**src/rtl/fetch_unit.sv**
```systemverilog
// Instruction fetch stage: SPARC-style PC/nPC, imem req/ack reads, IR handed to decode.
// Optional stall counter enabled by defining FETCH_PERF_EN.
module fetch_unit #(
    parameter int unsigned        ADDR_W   = 32,
    parameter logic [ADDR_W-1:0]  RESET_PC = '0
) (
    input  logic              clk,
    input  logic              rst,
    input  logic              fetch_en,
    output logic              imem_req,
    output logic [ADDR_W-1:0] imem_addr,
    input  logic              imem_ack,
    input  logic [31:0]       imem_rdata,
    input  logic              redirect_valid,
    input  logic [ADDR_W-1:0] redirect_target,
    output logic              ir_valid,
    input  logic              ir_ready,
    output logic [31:0]       ir_data,
    output logic [ADDR_W-1:0] ir_pc,
    output logic [1:0]        op,
    output logic [5:0]        op3,
    output logic [15:0]       stall_cnt
);

    typedef enum logic [1:0] {
        IDLE  = 2'd0,
        FETCH = 2'd1,
        HOLD  = 2'd2
    } state_e;

    state_e              state_q;
    logic [ADDR_W-1:0]   pc_q, pc_d;
    logic [ADDR_W-1:0]   npc_q, npc_d;
    logic [ADDR_W-1:0]   target_al;
    logic                ir_valid_q;
    logic [31:0]         ir_data_q;
    logic [ADDR_W-1:0]   ir_pc_q;
    logic                ack_fire;

    assign ack_fire  = (state_q == FETCH) && imem_ack;
    assign target_al = redirect_target & ~ADDR_W'(3);

    // A redirect always lands in nPC so the delay-slot instruction still issues.
    always_comb begin
        pc_d  = pc_q;
        npc_d = npc_q;
        if (ack_fire) begin
            pc_d  = npc_q;
            npc_d = npc_q + ADDR_W'(4);
        end
        if (redirect_valid) begin
            npc_d = target_al;
        end
    end

    always_ff @(posedge clk or posedge rst) begin
        if (rst) begin
            state_q    <= IDLE;
            pc_q       <= RESET_PC;
            npc_q      <= RESET_PC + ADDR_W'(4);
            ir_valid_q <= 1'b0;
            ir_data_q  <= '0;
            ir_pc_q    <= '0;
        end else begin
            pc_q  <= pc_d;
            npc_q <= npc_d;
            case (state_q)
                IDLE: begin
                    if (fetch_en) state_q <= FETCH;
                end
                FETCH: begin
                    if (imem_ack) begin
                        ir_data_q  <= imem_rdata;
                        ir_pc_q    <= pc_q;
                        ir_valid_q <= 1'b1;
                        state_q    <= HOLD;
                    end
                end
                HOLD: begin
                    if (ir_ready) begin
                        ir_valid_q <= 1'b0;
                        state_q    <= fetch_en ? FETCH : IDLE;
                    end
                end
                default: state_q <= IDLE;
            endcase
        end
    end

    // Request is a pure decode of the state flop, so reset drops it immediately.
    assign imem_req  = (state_q == FETCH);
    assign imem_addr = pc_q;
    assign ir_valid  = ir_valid_q;
    assign ir_data   = ir_data_q;
    assign ir_pc     = ir_pc_q;
    assign op        = ir_data_q[31:30];
    assign op3       = ir_data_q[24:19];

`ifdef FETCH_PERF_EN
    logic [15:0] stall_q;

    // Saturating count of cycles spent waiting on imem.
    always_ff @(posedge clk or posedge rst) begin
        if (rst) begin
            stall_q <= '0;
        end else if (imem_req && !imem_ack && (stall_q != 16'hFFFF)) begin
            stall_q <= stall_q + 16'd1;
        end
    end

    assign stall_cnt = stall_q;
`else
    assign stall_cnt = 16'h0000;
`endif

endmodule

```
**config.mk**
```make
export PLATFORM = sky130hd
export DESIGN_NAME = fetch_unit
export DESIGN_NICKNAME = d
export VERILOG_FILES = /design/src/rtl/fetch_unit.sv
export SDC_FILE = /design/constraint.sdc
export NUM_CORES = 1
export LEC_CHECK = 0
export CORE_UTILIZATION = 46
export DETAILED_ROUTE_END_ITERATION = 6
export PLACE_DENSITY_LB_ADDON = 0.1
export SLEW_MARGIN = 25
export SYNTH_ARGS = -nofsm -noshare
export SYNTH_HDL_FRONTEND = slang
export SYNTH_SLANG_ARGS = --single-unit
```
**constraint.sdc**
```tcl
create_clock -name clk -period 4.3 [get_ports clk]
set_clock_uncertainty 0.15 [all_clocks]
set_input_delay 0.43 -clock clk [delete_from_list [all_inputs] [get_ports clk]]
set_output_delay 0.43 -clock clk [all_outputs]
set_load 0.05 [all_outputs]
```
; Word level (Yosys, flattened, before mapping)
; Cells that the tools add are included.
[word_totals]
ff_bits = 131
latch_bits = 0
ram_bits = 0
mem_bits_ro = 0
inputBits = 70
output_inout_bits = 122
elab_cells = 29
mem_count = 0
[op_classes]
add_sub_neg = 1
n_mul = 0
div_mod_pow = 0
order_cmp = 0
n_eq_ne = 5
shift = 0
muxes = 10
bitwise = 0
n_reduce_logical = 7
[ops]
columns = operator, n
row1 = two-way mux 32 bit, 2
row2 = "adder 32 x 3 -> 32 bit, second input constant", 1
row3 = two-way mux 2 bit, 3
row4 = one-hot mux 2 bit (3 select lines), 1
row5 = AND reduction 3 bit, 2
row6 = "!= test 2 bit, second input constant", 2
row7 = nonzero test 2 bit, 2
row8 = two-way mux 1 bit, 3
row9 = "equality test 2 x 1 -> 1 bit, second input constant", 1
row10 = "equality test 2 bit, second input constant", 1
row11 = logical NOT 2 bit, 1
row12 = "!= test 2 x 1 -> 1 bit, second input constant", 1
row13 = one-hot mux 1 bit (2 select lines), 1
row14 = AND reduction 2 bit, 1
row15 = logical AND 1 bit, 1

; Depth between registers and ports, before layout
[depth]
depth_word = 4
ltp_mapped = 7
depth_no_buf = 5

; Worst setup path before layout
; OpenSTA, ideal clock, no wires.
[synth_timing]
kind = reg2reg
start = register npc_q[2]
end = register npc_q[26]
setup_time_ns = 0.082
t_arrival_ns = 1.842
t_required_ns = 4.068
slack_ns = 2.226
path_stages_with_launch = 8
path_buffers = 2
period_less_slack_ns = 2.074
path_cell_list = dfstp_2 ha_1 and4b_1 buf_2 nand4_1 clkbuf_1 or4_1 a31oi_1
[synth_between]
elab_chain_len = 3
[synth_lines]
columns = item, line_no
row1 = start: declaration, 33  ; logic [ADDR_W-1:0] npc_q, npc_d;
row2 = start signal: assignment, 60  ; npc_q <= RESET_PC + ADDR_W'(4);
row3 = start signal: assignment, 66  ; npc_q <= npc_d;
row4 = adder 32 x 3 -> 32 bit, 49  ; npc_d = npc_q + ADDR_W'(4);
row5 = two-way mux 32 bit, 47  ; if (ack_fire) begin
row6 = two-way mux 32 bit, 51  ; if (redirect_valid) begin
; No other way between the ends. The select of a mux whose other input is x is not followed.
; A chain may end at the register's enable or synchronous reset.

; Worst setup path after layout
[layout_timing]
start = register npc_q[5]
end = register npc_q[17]
; Same word-level chain as after synthesis.

==> flow_metrics.env <==
export IMPL_hold_violations=0
export IMPL_tritoncts_num_buffers=17
export IMPL_synth_seq_cells=125
export IMPL_hold_start="ir_data[15]"
export IMPL_yosysSeqAreaShare_pct=56.47
export IMPL_worst_setup_path_end_kind="register"
export IMPL_dpl_worst_slack_ns=1.303
export IMPL_grt_use_total_pct=21.88
export IMPL_cp_start_kind="register"
export IMPL_setup_slack_ns=1.740
export IMPL_wl_per_cell_um=13.90
export IMPL_yosysUniqueCellTypes=37
export IMPL_dp_hpwl_um=8793
export IMPL_synth_cells=636
export IMPL_crit_family="simple AND/OR/NAND/NOR gates"
export IMPL_crit_slowest_cell="or4_1"
export IMPL_tns_ns=0
export IMPL_crit_buf_inv=0
export IMPL_ant_nets=0
export IMPL_post_cts_buffers=0
export IMPL_place_gp_congestion=0.8011
export IMPL_setup_viol=0
export IMPL_clockBufferDepth=2
export IMPL_syn2layout_area_growth_pct=39.15
export IMPL_die_area_sq_um=12490
export IMPL_syn_cell_area_sq_um=5542
export IMPL_criticalPathCategory="register to register"
export IMPL_vdd_drop_max_mv=0.4720
export IMPL_grt_pass1_wl_um=21670
export IMPL_hold_class="register to register"
export IMPL_fin_util_pct=66.68
export IMPL_power_density_nw_per_um2=827.1
export IMPL_drt_iter0_drc=288
export IMPL_drv_slew=0
export IMPL_htree_num_levels=4
export IMPL_met1_usage_pct=27.55
export IMPL_violations="DRC"
export IMPL_n_antenna_cell=0
export IMPL_register_area_sq_um=3129
export IMPL_die_x_um=111.8
export IMPL_status="complete, but fails checks"
export IMPL_port_buffers=169
export IMPL_grt_pass1_vias=4611
export IMPL_cpPeakStageDelay_ns=0.70
export IMPL_die_h_um=111.8
export IMPL_grt_busiest_layer="met2"
export IMPL_drive_above_1_share_pct=4.660
export IMPL_fin_total_pwr_uw=6378
export IMPL_drt_pass1_iter_count=6
export IMPL_wl_um=13020
export IMPL_multi_input_area_sq_um=2113
export IMPL_relSlewSlack_pct=36.78
export IMPL_rsz0062_at_grt="no"
export IMPL_cp_data_arrival_time_ns=2.73
export IMPL_grt_overflow_total=0
export IMPL_ios=192
export IMPL_synth_warnings=0
export IMPL_use_met3_pct=6.859
export IMPL_tightest_slew_ns=0.9483
export IMPL_final_period_minus_worst_setup_slack_ns=2.560
export IMPL_coreArea_sq_um=11560
export IMPL_critical_path_required_ns=4.47
export IMPL_rr_startpoint="npc_q[5]"
export IMPL_fillerInstances=998
export IMPL_max_freq_mhz=390.6
export IMPL_period_share_pct=59.54
export IMPL_cts_hold_buffers=0
export IMPL_antenna_found_initial=0
export IMPL_start_util_pct=47.92
export IMPL_nets=854
export IMPL_cp_startpoint="npc_q[5]"
export IMPL_rows=39
export IMPL_cts_resized_gates=0
export IMPL_grt_max_degree=105
export IMPL_clkTransAtPathRegs_ns=0.05
export IMPL_cts_sinks=125
export IMPL_cts_tree="yes"
export IMPL_crit_chain="and3_1 > nand4_1 > or4_1 > a31oi_1"
export IMPL_p_leak_uw=0.003618
export IMPL_crit_path_max_fanout=22
export IMPL_vias=4710
export IMPL_hold_ws_ns=0.3190
export IMPL_clk_latency_ns=0.41
export IMPL_met2_usage_pct=36.15
export IMPL_vias_per_cell=5.027
export IMPL_drc=17
export IMPL_cap_viol_max_count=0
export IMPL_syn_area_per_cell_sq_um=8.713
export IMPL_clock_root_buffer="clkbuf_16"
worst min-delay path: cells and delay by family, from the launching register on:
family,cells,cell delay [ns]
flops,1,0.33
simple gates,2,0.10
cell usage in the layout (no fill, tap or decap), types with 2 or more instances in the layout:
master	instances
a21oi_1	2
a31oi_1	16
and3_1	4
and4_1	2
buf_4	4
clkbuf_1	2
clkbuf_16	17
clkbuf_8	5
clkdlybuf4s50_1	169
clkinv_2	4
conb_1	20
dfrtp_1	124
inv_1	4
nand2_1	298
nand3_1	13
nand4_1	10
nor2_1	18
o211ai_1	3
o21ai_0	3
o21ai_1	12
o31ai_1	14
or3_1	5
or4_1	18
xnor2_1	2
xor2_1	7
stage by stage:
step                cells  cell area [sq um]
detailed placement    907               7171
global route          937               7711
global placement      907               7171
finish                937               7711
floorplan             655               5613
CTS                   937               7709
synthesized netlist by cell type, drive strengths merged:
cell type / number / area (sq um)
a211o: 1 / 8.760
a21oi: 2 / 10.01
a31oi: 16 / 100.1
and3: 4 / 25.02
and3b: 1 / 8.760
and4: 2 / 17.52
and4b: 1 / 10.01
buf: 33 / 235.2
clkbuf: 31 / 116.4
clkinv: 1 / 3.750
conb: 1 / 3.750
dfrtp: 124 / 3103
dfstp: 1 / 26.28
ha: 1 / 12.51
inv: 5 / 18.77
mux2i: 1 / 10.01
nand2: 298 / 1119
nand2b: 1 / 6.260
nand3: 13 / 65.06
nand3b: 1 / 20.02
nand4: 10 / 62.56
nor2: 18 / 67.56
nor2b: 1 / 6.260
nor4: 1 / 6.260
o211a: 1 / 10.01
o211ai: 3 / 22.52
o21ai: 15 / 75.07
o2bb2ai: 1 / 8.760
o31ai: 14 / 105.1
or2: 2 / 12.52
or3: 5 / 31.28
or4: 18 / 135.1
xnor2: 2 / 17.52
xor2: 7 / 61.31
power breakdown:
part           switching (uW)  internal [uW]
Clock                     485            802
Sequential                297           1610
Combinational            2200            986
worst paths after layout:
| check | to | slack [ns] | cells past startpoint |
|---|---|---|---|
| max | npc_q[17] | 1.74 | 4 |
| max reg2reg | npc_q[17] | 1.74 | 4 |
| min in group asynchronous | ir_data[5] | 0.42 | 2 |
| min reg2reg | ir_data[15] | 0.32 | 2 |
| max in group asynchronous | ir_pc[11] | 2.83 | 3 |
| min | ir_data[15] | 0.32 | 2 |
final cells by class:
class	count	share of cell area [%]
flip-flops and latches	125	40.58
multi-input cells	460	27.41
repair buffers	173	22.33
clock buffers	24	6.507
well taps	143	2.320
clock inverters	6	0.4705
inverters	6	0.3894
cell families after synthesis:
kind of cell | synth area share, %
buf+inv | 6.751
mux | 0.1806
fa+ha+maj | 0.2257
compound gates | 6.141
xor+xnor | 1.423
simple gates | 28.74
flops | 56.47
other cells | 0.06767
layer usage:
layer	share of wire [%]	up-vias
met1	44	2217
met2	48	162
met4	1.1	0
met3	7.2	15
met5	0	-
li1	-	2316
sequential cells by signal, indices dropped and copies added, names as in the netlist:
register / cells
imem_addr: 30
ir_data: 32
ir_pc: 30
ir_valid: 1
npc_q: 30
state_q: 2
(Power assumes the default switching activity.)
